## config.mk

```make
export PLATFORM = sky130hd
export DESIGN_NAME = cpu_program_loader_flat
export DESIGN_NICKNAME = d
export VERILOG_FILES = /design/src/rtl/cpu_pkg.sv /design/src/rtl/cpu_program_loader_if.sv /design/src/rtl/cpu_program_loader_hold_counter.sv /design/src/rtl/cpu_program_loader.sv /design/src/flat_wrapper.sv
export SDC_FILE = /design/constraint.sdc
export NUM_CORES = 1
export LEC_CHECK = 0
export CAP_MARGIN = 20
export CORE_ASPECT_RATIO = 1.5
export CORE_UTILIZATION = 35
export DETAILED_ROUTE_END_ITERATION = 16
export GPL_TIMING_DRIVEN = 0
export PLACE_DENSITY = 0.56
export SLEW_MARGIN = 20
export SYNTH_ARGS = -nofsm -noshare
export SYNTH_HDL_FRONTEND = slang
export SYNTH_SLANG_ARGS = --single-unit
```

## constraint.sdc

```tcl
create_clock -name clk -period 2.81 [get_ports clk]
set_input_delay 0.281 -clock clk [delete_from_list [all_inputs] [get_ports clk]]
set_output_delay 0.281 -clock clk [all_outputs]
set_load 0.01 [all_outputs]
```

## src/rtl/cpu_pkg.sv

```systemverilog
// Shared definitions for the CPU program loader: FSM states, frame field
// positions and default widths.
package cpu_pkg;

    localparam int ADDR_W_DEF = 5;
    localparam int DATA_W_DEF = 8;

    // Header byte layout: instr flag, GO flag, start address in the low bits
    localparam int HDR_INSTR_BIT = 7;
    localparam int HDR_GO_BIT    = 6;
    localparam int HDR_ADDR_MSB  = 4;

    // Length byte carries N in bits 5:0; anything above MAX_LEN is malformed
    localparam int LEN_MSB = 5;
    localparam int LEN_W   = LEN_MSB + 1;
    localparam int MAX_LEN = 32;

    // Wide enough for LOAD_HOLD up to 15
    localparam int HOLD_W = 4;

    typedef enum logic [2:0] {
        ST_HDR,
        ST_LEN,
        ST_DATA,
        ST_STROBE,
        ST_RUN
    } state_t;

endpackage

```

## src/rtl/cpu_program_loader_if.sv

```systemverilog
// Byte-stream handshake plus the CPU load port driven by the program loader.
// master = the loader, slave = the byte source / CPU side.
interface cpu_program_loader_if
    import cpu_pkg::*;
#(
    parameter int ADDR_W = ADDR_W_DEF,
    parameter int DATA_W = DATA_W_DEF
);

    logic [DATA_W-1:0] in_data;
    logic              in_valid;
    logic              in_ready;

    logic [DATA_W-1:0] cpu_input;
    logic [ADDR_W-1:0] load_address;
    logic              load;
    logic              is_instruction;
    logic              cpu_reset;
    logic              busy;
    logic              err;

    modport master (
        input  in_data,
        input  in_valid,
        output in_ready,
        output cpu_input,
        output load_address,
        output load,
        output is_instruction,
        output cpu_reset,
        output busy,
        output err
    );

    modport slave (
        output in_data,
        output in_valid,
        input  in_ready,
        input  cpu_input,
        input  load_address,
        input  load,
        input  is_instruction,
        input  cpu_reset,
        input  busy,
        input  err
    );

endinterface

```

## src/rtl/cpu_program_loader_hold_counter.sv

```systemverilog
// Down-counter timing the load strobe: loaded with LOAD_HOLD-1 when a byte is
// accepted, last is high during the final hold cycle.
module loader_hold_counter
    import cpu_pkg::*;
#(
    parameter int LOAD_HOLD = 1
) (
    input  logic clk,
    input  logic reset,
    input  logic start,
    output logic last
);

    logic [HOLD_W-1:0] cnt;

    // NOTE: state registers use non-blocking (<=) so every flop samples the
    // pre-edge values; blocking here would create order-dependent simulation.
    always_ff @(posedge clk or posedge reset) begin
        if (reset) begin
            cnt <= '0;
        end else if (start) begin
            cnt <= HOLD_W'(LOAD_HOLD - 1);
        end else if (cnt != '0) begin
            cnt <= cnt - HOLD_W'(1);
        end
    end

    assign last = (cnt == '0);

endmodule

```

## src/rtl/cpu_program_loader.sv

```systemverilog
// Parses header/length/data frames from a byte stream and writes each data
// byte into consecutive CPU memory addresses while holding the CPU in reset.
module cpu_program_loader
    import cpu_pkg::*;
#(
    parameter int ADDR_W    = ADDR_W_DEF,
    parameter int DATA_W    = DATA_W_DEF,
    parameter int LOAD_HOLD = 1
) (
    input logic                  clk,
    input logic                  reset,
    cpu_program_loader_if.master bus
);

    state_t           state;
    logic             go;
    logic [LEN_W-1:0] remaining;
    logic             xfer;
    logic [LEN_W-1:0] len_field;
    logic             hold_last;

    assign xfer      = bus.in_valid && bus.in_ready;
    assign len_field = bus.in_data[LEN_MSB:0];

    loader_hold_counter #(
        .LOAD_HOLD(LOAD_HOLD)
    ) u_hold (
        .clk  (clk),
        .reset(reset),
        .start((state == ST_DATA) && xfer),
        .last (hold_last)
    );

    always_ff @(posedge clk or posedge reset) begin
        if (reset) begin
            state              <= ST_HDR;
            go                 <= 1'b0;
            remaining          <= '0;
            bus.in_ready       <= 1'b0;
            bus.cpu_input      <= '0;
            bus.load_address   <= '0;
            bus.load           <= 1'b0;
            bus.is_instruction <= 1'b0;
            bus.cpu_reset      <= 1'b1;
            bus.busy           <= 1'b0;
            bus.err            <= 1'b0;
        end else begin
            case (state)
                // A byte arriving while the CPU runs is a fresh header, so
                // reloading never needs an external reset.
                ST_HDR, ST_RUN: begin
                    bus.in_ready <= 1'b1;
                    if (xfer) begin
                        bus.is_instruction <= bus.in_data[HDR_INSTR_BIT];
                        go                 <= bus.in_data[HDR_GO_BIT];
                        bus.load_address   <= ADDR_W'(bus.in_data[HDR_ADDR_MSB:0]);
                        bus.cpu_reset      <= 1'b1;
                        bus.busy           <= 1'b1;
                        state              <= ST_LEN;
                    end else if (state == ST_RUN) begin
                        bus.cpu_reset <= 1'b0;
                    end
                end

                ST_LEN: begin
                    if (xfer) begin
                        if (len_field == '0) begin
                            bus.busy <= 1'b0;
                            state    <= go ? ST_RUN : ST_HDR;
                        end else if (len_field > LEN_W'(MAX_LEN)) begin
                            bus.err  <= 1'b1;
                            bus.busy <= 1'b0;
                            state    <= ST_HDR;
                        end else begin
                            remaining <= len_field;
                            state     <= ST_DATA;
                        end
                    end
                end

                ST_DATA: begin
                    if (xfer) begin
                        bus.cpu_input <= bus.in_data;
                        bus.load      <= 1'b1;
                        bus.in_ready  <= 1'b0;
                        state         <= ST_STROBE;
                    end
                end

                // Address and data stay frozen until the strobe's final cycle
                ST_STROBE: begin
                    if (hold_last) begin
                        bus.load         <= 1'b0;
                        bus.load_address <= bus.load_address + ADDR_W'(1);
                        remaining        <= remaining - LEN_W'(1);
                        bus.in_ready     <= 1'b1;
                        if (remaining == LEN_W'(1)) begin
                            bus.busy <= 1'b0;
                            state    <= go ? ST_RUN : ST_HDR;
                        end else begin
                            state <= ST_DATA;
                        end
                    end
                end

                default: state <= ST_HDR;
            endcase
        end
    end

endmodule

```

## src/flat_wrapper.sv

```systemverilog
// flat-port wrapper written by rule: the top's interface ports become plain ports
module cpu_program_loader_flat import cpu_pkg::*;
#(
    parameter int ADDR_W    = ADDR_W_DEF,
    parameter int DATA_W    = DATA_W_DEF,
    parameter int LOAD_HOLD = 1
)
  (clk, reset, bus_in_data, bus_in_valid, bus_in_ready, bus_cpu_input, bus_load_address, bus_load, bus_is_instruction, bus_cpu_reset, bus_busy, bus_err);
  cpu_program_loader_if #(.ADDR_W(ADDR_W), .DATA_W(DATA_W)) bus_i ();
  input logic clk;
  input logic reset;
  input wire logic [$bits(bus_i.in_data)-1:0] bus_in_data;
  input wire logic [$bits(bus_i.in_valid)-1:0] bus_in_valid;
  output wire logic [$bits(bus_i.in_ready)-1:0] bus_in_ready;
  output wire logic [$bits(bus_i.cpu_input)-1:0] bus_cpu_input;
  output wire logic [$bits(bus_i.load_address)-1:0] bus_load_address;
  output wire logic [$bits(bus_i.load)-1:0] bus_load;
  output wire logic [$bits(bus_i.is_instruction)-1:0] bus_is_instruction;
  output wire logic [$bits(bus_i.cpu_reset)-1:0] bus_cpu_reset;
  output wire logic [$bits(bus_i.busy)-1:0] bus_busy;
  output wire logic [$bits(bus_i.err)-1:0] bus_err;
  assign bus_i.in_data = bus_in_data;
  assign bus_i.in_valid = bus_in_valid;
  assign bus_in_ready = bus_i.in_ready;
  assign bus_cpu_input = bus_i.cpu_input;
  assign bus_load_address = bus_i.load_address;
  assign bus_load = bus_i.load;
  assign bus_is_instruction = bus_i.is_instruction;
  assign bus_cpu_reset = bus_i.cpu_reset;
  assign bus_busy = bus_i.busy;
  assign bus_err = bus_i.err;
  cpu_program_loader #(.ADDR_W(ADDR_W), .DATA_W(DATA_W), .LOAD_HOLD(LOAD_HOLD)) u_core (.clk(clk), .reset(reset), .bus(bus_i));
endmodule
```

==> flow_summary.yaml, run 1 <==
run_status:
  status: "finished, final reports clean"
final_layout:
  drive_gt1_frac: 0.137
  n_fill_cell: 493
  postLayoutCellArea_um2: 2230
  fin_nets: 226
  stdcell_count: 278
  antenna_cells: 0
  syn_to_final_growth_pct: 28.2
placed_design:
  dp_hpwl_um: 3130
  place_area_um2: 2110
  place.gp.congestion: 0.827
  io_buffers: 29
  place_inst: 270
setup_path:
  crit_chain: "inv_1 -> ha_1 -> or3b_1 -> clkbuf_1 -> nor2_1 -> nor2_1 -> or3_1 -> nand3_1"
  startpoint_type: "flop"
  cp_max_fo: 10
  critPathMaxStageDelay_ns: 0.38
  crit_path_frequent_cell: "nor2_1"
  crit_family: "simple AND/OR/NAND/NOR gates"
  worst-setup-path-type: "flop to flop"
  arrival_ns: 2.31
  crit_buf_inv: 2
  startpoint: "u_core.u_hold.cnt[0]$_DFFE_PP0P_"
  slowest_stage: "dfrtp_1"
  required_ns: 3.03
  r2r_start: "u_core.u_hold.cnt[0]$_DFFE_PP0P_"
  cp-end-kind: "flop"
floorplan:
  std_cell_rows: 31
  boundaryPins: 30
  chipHeight_um: 88.3
  dieArea_um2: 5250
  coreArea_um2: 4810
  die_x_um: 59.5
  initial_utilization: 0.361
clock_tree:
  htreeDepth: 2
  cts-root-buf: "clkbuf_8"
  tritoncts: "done"
  cts_buffers: 5
  ctsHoldBuffers: 0
  clock-sinks: 33
  cts-resized-gates: 0
  path_clk_slew_ns: 0.07
  worstSkewPairLatency_ns: 0.29
  post-cts-setup-buffers: 0
  cts_buffer_depth: 2
yosys:
  ys_ff_latch: 33
  synth.avg_cell_area_um2: 9.92
  yosysMostFrequentCell: "dfrtp_1"
  synth_area_um2: 1740
  synth_seq_area_share: 0.476
  netlist_instances: 175
  synth_ff_type: "dfrtp_1"
  synth_nets: 190
  synth_edf_count: 0
  synth_top_area_cell: "dfrtp_1"
  yosysTopAreaCellShare: 0.461
  netlist-cell-type-count: 42
  synthArstFlopShare: 1.00
  ys_top_cells_by_area: "dfrtp_1 46%, mux2_2 6.5%, o21ai_0 4.6%"
  synth_common_cells: "32 x dfrtp_1, 16 x o21ai_0, 15 x nand2_1"
  ys.warnings.count: 0
pwr:
  leakagePower_nw: 0.911
  power_mw: 2.13
  irDropWorstVdd_mv: 0.397
  power.density_nw_per_um2: 959
grt:
  grt_usage: 0.185
  grt_util_met2: 0.328
  grt_first_pass_wirelength_um: 7180
  globalRouteOverflowTotal: 0
  antenna_found_initial: 0
  grtUsageMet1: 0.205
  grt.busiest_layer: "met2"
  grt_pass1_vias: 1504
  met3_usage: 0.0395
  grt_max_degree: 34
timing:
  fin_worst_skew_ns: 0.00389
  fin_crit_ns: 2.09
  max_slew_margin: 0.516
  fin_crit_sh: 0.742
  slew_viol_final: 0
  timing.hold.ws_ns: 0.439
  hold_viol: 0
  fin_setup_tns_ns: 0
  fmaxAchievable_mhz: 479
  finalSetupViolCount: 0
  rsz0062_at_grt: "no"
  tightest_slew_ns: 0.725
run:
  maxCapViolCount: 0
drt:
  num_vias: 1465
  postRouteAntennaNets: 0
  drtPass1Iterations: 4
  drt_iter0_markers: 52
  drt_wl_total_um: 4170
  avgViaCountPerCell: 5.27
  drc_errors: 0
  avgRoutedWirePerCell_um: 15.0
worst_hold_path:
  hold_class: "input pin to asynchronous set/reset pin"
## report_power, final
group	switching, mW	internal (mW)	total [mW]	leakage, nW
sequential	0.141	0.642	0.783	0.395
clock	0.172	0.289	0.461	0.0585
combinational	0.441	0.449	0.891	0.458
## state kept, by name, indices dropped and copies added (netlist names)
| signal | cells |
|---|---|
| u_core.bus.load | 1 |
| u_core.go | 1 |
| u_core.remaining | 6 |
| u_core.u_hold.cnt | 4 |
| u_core.bus.cpu_input | 8 |
| u_core.bus.is_instruction | 1 |
| u_core.bus.busy | 1 |
| u_core.bus.cpu_reset | 1 |
| u_core.bus.err | 1 |
| u_core.state | 3 |
| u_core.bus.in_ready | 1 |
| u_core.bus.load_address | 5 |
## stage by stage
stage               setup slack (ns)  utilization
global route                   0.536        0.463
floorplan                       1.02            -
CTS                            0.693        0.463
finish                         0.724        0.463
detailed placement             0.399        0.439
global placement               0.442        0.439
## per-layer routing
| layer | share of wire | wire, µm | vias up |
|---|---|---|---|
| li1 | - | - | 702 |
| met1 | 0.39 | 1620 | 717 |
| met2 | 0.55 | 2280 | 37 |
| met3 | 0.039 | 162 | 9 |
| met4 | 0.024 | 101 | 0 |
| met5 | 0 | 0 | - |
## cells by family after synthesis
group | count (synthesis) | synth area share
compound gates | 47 | 0.164
xor+xnor | 3 | 0.0259
fa+ha+maj | 4 | 0.0288
buf+inv | 13 | 0.0303
flops | 33 | 0.476
mux | 11 | 0.0735
simple gates | 64 | 0.201
## worst paths after layout
path / end / slack [ns] / cells past startpoint
max: u_core.bus.load_address[0]$_DFFE_PP0P_ / 0.72 / 8
min: u_core.u_hold.cnt[2]$_DFFE_PP0P_ / 0.44 / 2
max reg2reg: u_core.bus.load_address[0]$_DFFE_PP0P_ / 0.72 / 8
min reg2reg: u_core.bus.err$_DFFE_PP0P_ / 0.49 / 1
max in group asynchronous: u_core.bus.load_address[4]$_DFFE_PP0P_ / 1.91 / 2
min in group clk: u_core.bus.err$_DFFE_PP0P_ / 0.49 / 1
## layout by cell type, fill, tap and decap left out, types with 3 or more instances in the layout
cell type and n:
ha_1 4, clkbuf_1 5, mux2_2 10, nor2_1 14, a21oi_1 11, buf_2 3
clkdlybuf4s50_1 29, o21ai_0 16, inv_1 5, nand2_1 15, nand2b_1 4, o22ai_1 5
nand3_1 5, dfrtp_1 32, nor3_1 10, clkbuf_8 6
## area by class of cell
type                       count  area, µm²  area share
timing repair buffer          29        290       0.130
clock inverter                 1       30.0      0.0135
sequential                    33        827       0.372
inverter                       6       22.5      0.0101
multi-input combinational    129        857       0.385
tap                           66       82.6      0.0371
clock buffer                   7       86.3      0.0388
buffer                         7       30.0      0.0135
Power figures use the tool's default switching activity.
==> inputs of run 2 (changes only) <==
- clock period: 2.81 -> 2 ns (I/O delays scaled with it)
==> run 2 against run 1 <==
  * Utilization up 0.57 points
  * Final cell count down 0.36%
  * Sequential share of layout area down 0.45 points
  * Clock power up 41%
  * Register-to-register slack worse by 0.61 ns
  * Total power up 43%
  * Global-route usage about the same
  * Worst hold slack worse by 0.13 ns
  * Cell area up 1.2%
==> flow_summary.yaml, run 2 (synthesis gave the netlist of run 1 again) <==
timing:
  max_slew_margin: 0.522
  fmaxAchievable_mhz: 529
  hold_viol: 0
  tightest_slew_ns: 0.717
  timing.hold.ws_ns: 0.309
  setup_ws_ns: 0.110
  finalSetupViolCount: 0
  fin_crit_ns: 1.89
  fin_worst_skew_ns: 0.00337
  fin_crit_sh: 0.945
  slew_viol_final: 0
  rsz0062_at_grt: "no"
grt:
  globalRouteOverflowTotal: 0
  grt_max_degree: 34
  grt_pass1_vias: 1502
  grt_usage: 0.185
  antenna_found_initial: 0
  grt_first_pass_wirelength_um: 7190
final_layout:
  fin_nets: 225
  layout_commonest_cell: "dfrtp_1"
  final_cell_mix: "32 x dfrtp_1, 26 x clkdlybuf4s50_1, 16 x o21ai_0"
  regArea_um2: 827
  multi_input_area_um2: 880
  reg.largest.list: "u_core.bus.cpu_input x8, u_core.remaining x6, u_core.bus.load_address x5"
  antenna_cells: 0
  syn_to_final_growth_pct: 29.8
  drive_gt1_frac: 0.161
  regMostFlops: "u_core.bus.cpu_input"
  largest_reg_flops: 8
  n_fill_cell: 499
pwr:
  power.density_nw_per_um2: 1350
  power_mw: 3.04
  power_frac_comb: 0.422
  switching_power_mw: 1.08
  switching_share: 0.355
  leakagePower_nw: 0.948
  irDropWorstVdd_mv: 0.558
  pwr-share-seq: 0.364
  p_clk_frac: 0.214
  p_int_mw: 1.96
setup_path:
  cp-end-kind: "flop"
  arrival_ns: 2.12
  slowest_stage: "or3b_4"
  crit_path_frequent_cell: "nor2_2"
  r2r_start: "u_core.u_hold.cnt[0]$_DFFE_PP0P_"
  r2r_end: "u_core.bus.load_address[0]$_DFFE_PP0P_"
  critPathMaxStageDelay_ns: 0.44
  worst-setup-path-type: "flop to flop"
  crit_chain: "inv_1 -> ha_2 -> or3b_4 -> nor2_2 -> nor2_2 -> or3_1 -> nand3_1"
  required_ns: 2.23
  startpoint: "u_core.u_hold.cnt[0]$_DFFE_PP0P_"
  crit_family: "simple AND/OR/NAND/NOR gates"
  cp_max_fo: 10
  startpoint_type: "flop"
  rrSetupSlack_ns: 0.11
  r2r_cells: 7
  path_depth: 7
  endpoint: "u_core.bus.load_address[0]$_DFFE_PP0P_"
  crit_buf_inv: 1
floorplan:
  chipHeight_um: 88.3
  std_cell_rows: 31
  die_x_um: 59.5
  dieArea_um2: 5250
  boundaryPins: 30
  coreArea_um2: 4810
  initial_utilization: 0.361
drt:
  avgRoutedWirePerCell_um: 15.3
  drt_iter0_markers: 58
  postRouteAntennaNets: 0
  num_vias: 1458
  avgViaCountPerCell: 5.26
  drc_errors: 0
  drt_wl_total_um: 4230
  drtPass1Iterations: 5
placed_design:
  place.gp.congestion: 0.827
  dp_slack_ns: -0.330
  io_buffers: 29
  dp_hpwl_um: 3130
clock_tree:
  htreeDepth: 2
  clock-sinks: 33
  path_clk_slew_ns: 0.07
  cts_buffer_depth: 2
  post-cts-setup-buffers: 0
  ctsHoldBuffers: 0
  cts_buffers: 5
  cts-root-buf: "clkbuf_8"
  tritoncts: "done"
  worstSkewPairLatency_ns: 0.29
run:
  maxCapViolCount: 0
run_status:
  status: "finished, final reports clean"
worst_hold_path:
  hold_class: "input pin to flop"
run 2: through the flow:
| step | cell area [µm²] | setup TNS [ns] | cells | util |
|---|---|---|---|---|
| 6_report | 2250 | 0 | 277 | 0.469 |
| 5_1_grt | 2250 | 0 | 277 | 0.469 |
| 4_1_cts | 2230 | 0 | 277 | 0.464 |
| 3_5_place_dp | 2110 | -2.93 | 270 | 0.439 |
| 3_3_place_gp | 2110 | -2.68 | 270 | 0.439 |
| 2_1_floorplan | 1740 | 0 | 175 | - |
run 2: power by group through the flow:
stage | combinational [mW] | sequential (mW) | clock [mW]
after floorplan | 0.710 | 1.14 | 0
after global placement | 1.23 | 1.09 | 0
after detailed placement | 1.26 | 1.11 | 0
after CTS | 1.27 | 1.11 | 0.664
after global routing | 1.44 | 1.15 | 0.697
final | 1.28 | 1.11 | 0.651
run 2: repair_timing:
item                                    in CTS  in global routing
endpoints found under the setup margin       4                  9
gates resized for setup                      2                  9
pin swaps                                    0                  1
run 2: layout make-up:
type / instances / area share
clock buffers: 7 / 0.0383
clock inverters: 1 / 0.0133
well taps: 66 / 0.0366
flip-flops and latches: 33 / 0.367
repair buffers: 29 / 0.132
plain buffers: 6 / 0.0122
inverters: 6 / 0.00999
multi-input cells: 129 / 0.390
run 2: how the worst min path moves through the flow:
stage	start	endpoint	slack (ns)	depth (start not counted)
floorplan	reset	u_core.bus.busy$_DFFE_PP0P_	0.33	1
global placement	u_core.bus.err$_DFFE_PP0P_	u_core.bus.err$_DFFE_PP0P_	0.46	1
detailed placement	u_core.bus.err$_DFFE_PP0P_	u_core.bus.err$_DFFE_PP0P_	0.47	1
CTS	reset	u_core.remaining[4]$_DFFE_PP0P_	0.38	2
global route	bus_in_data[2]	u_core.bus.cpu_input[2]$_DFFE_PP0P_	0.32	2
finish	bus_in_data[2]	u_core.bus.cpu_input[2]$_DFFE_PP0P_	0.31	2
run 2: layer usage:
metal  wire (µm)  global-route usage
met4         102              0.0909
met1        1670               0.206
met3         151              0.0395
met2        2310               0.328
met5           0                   0
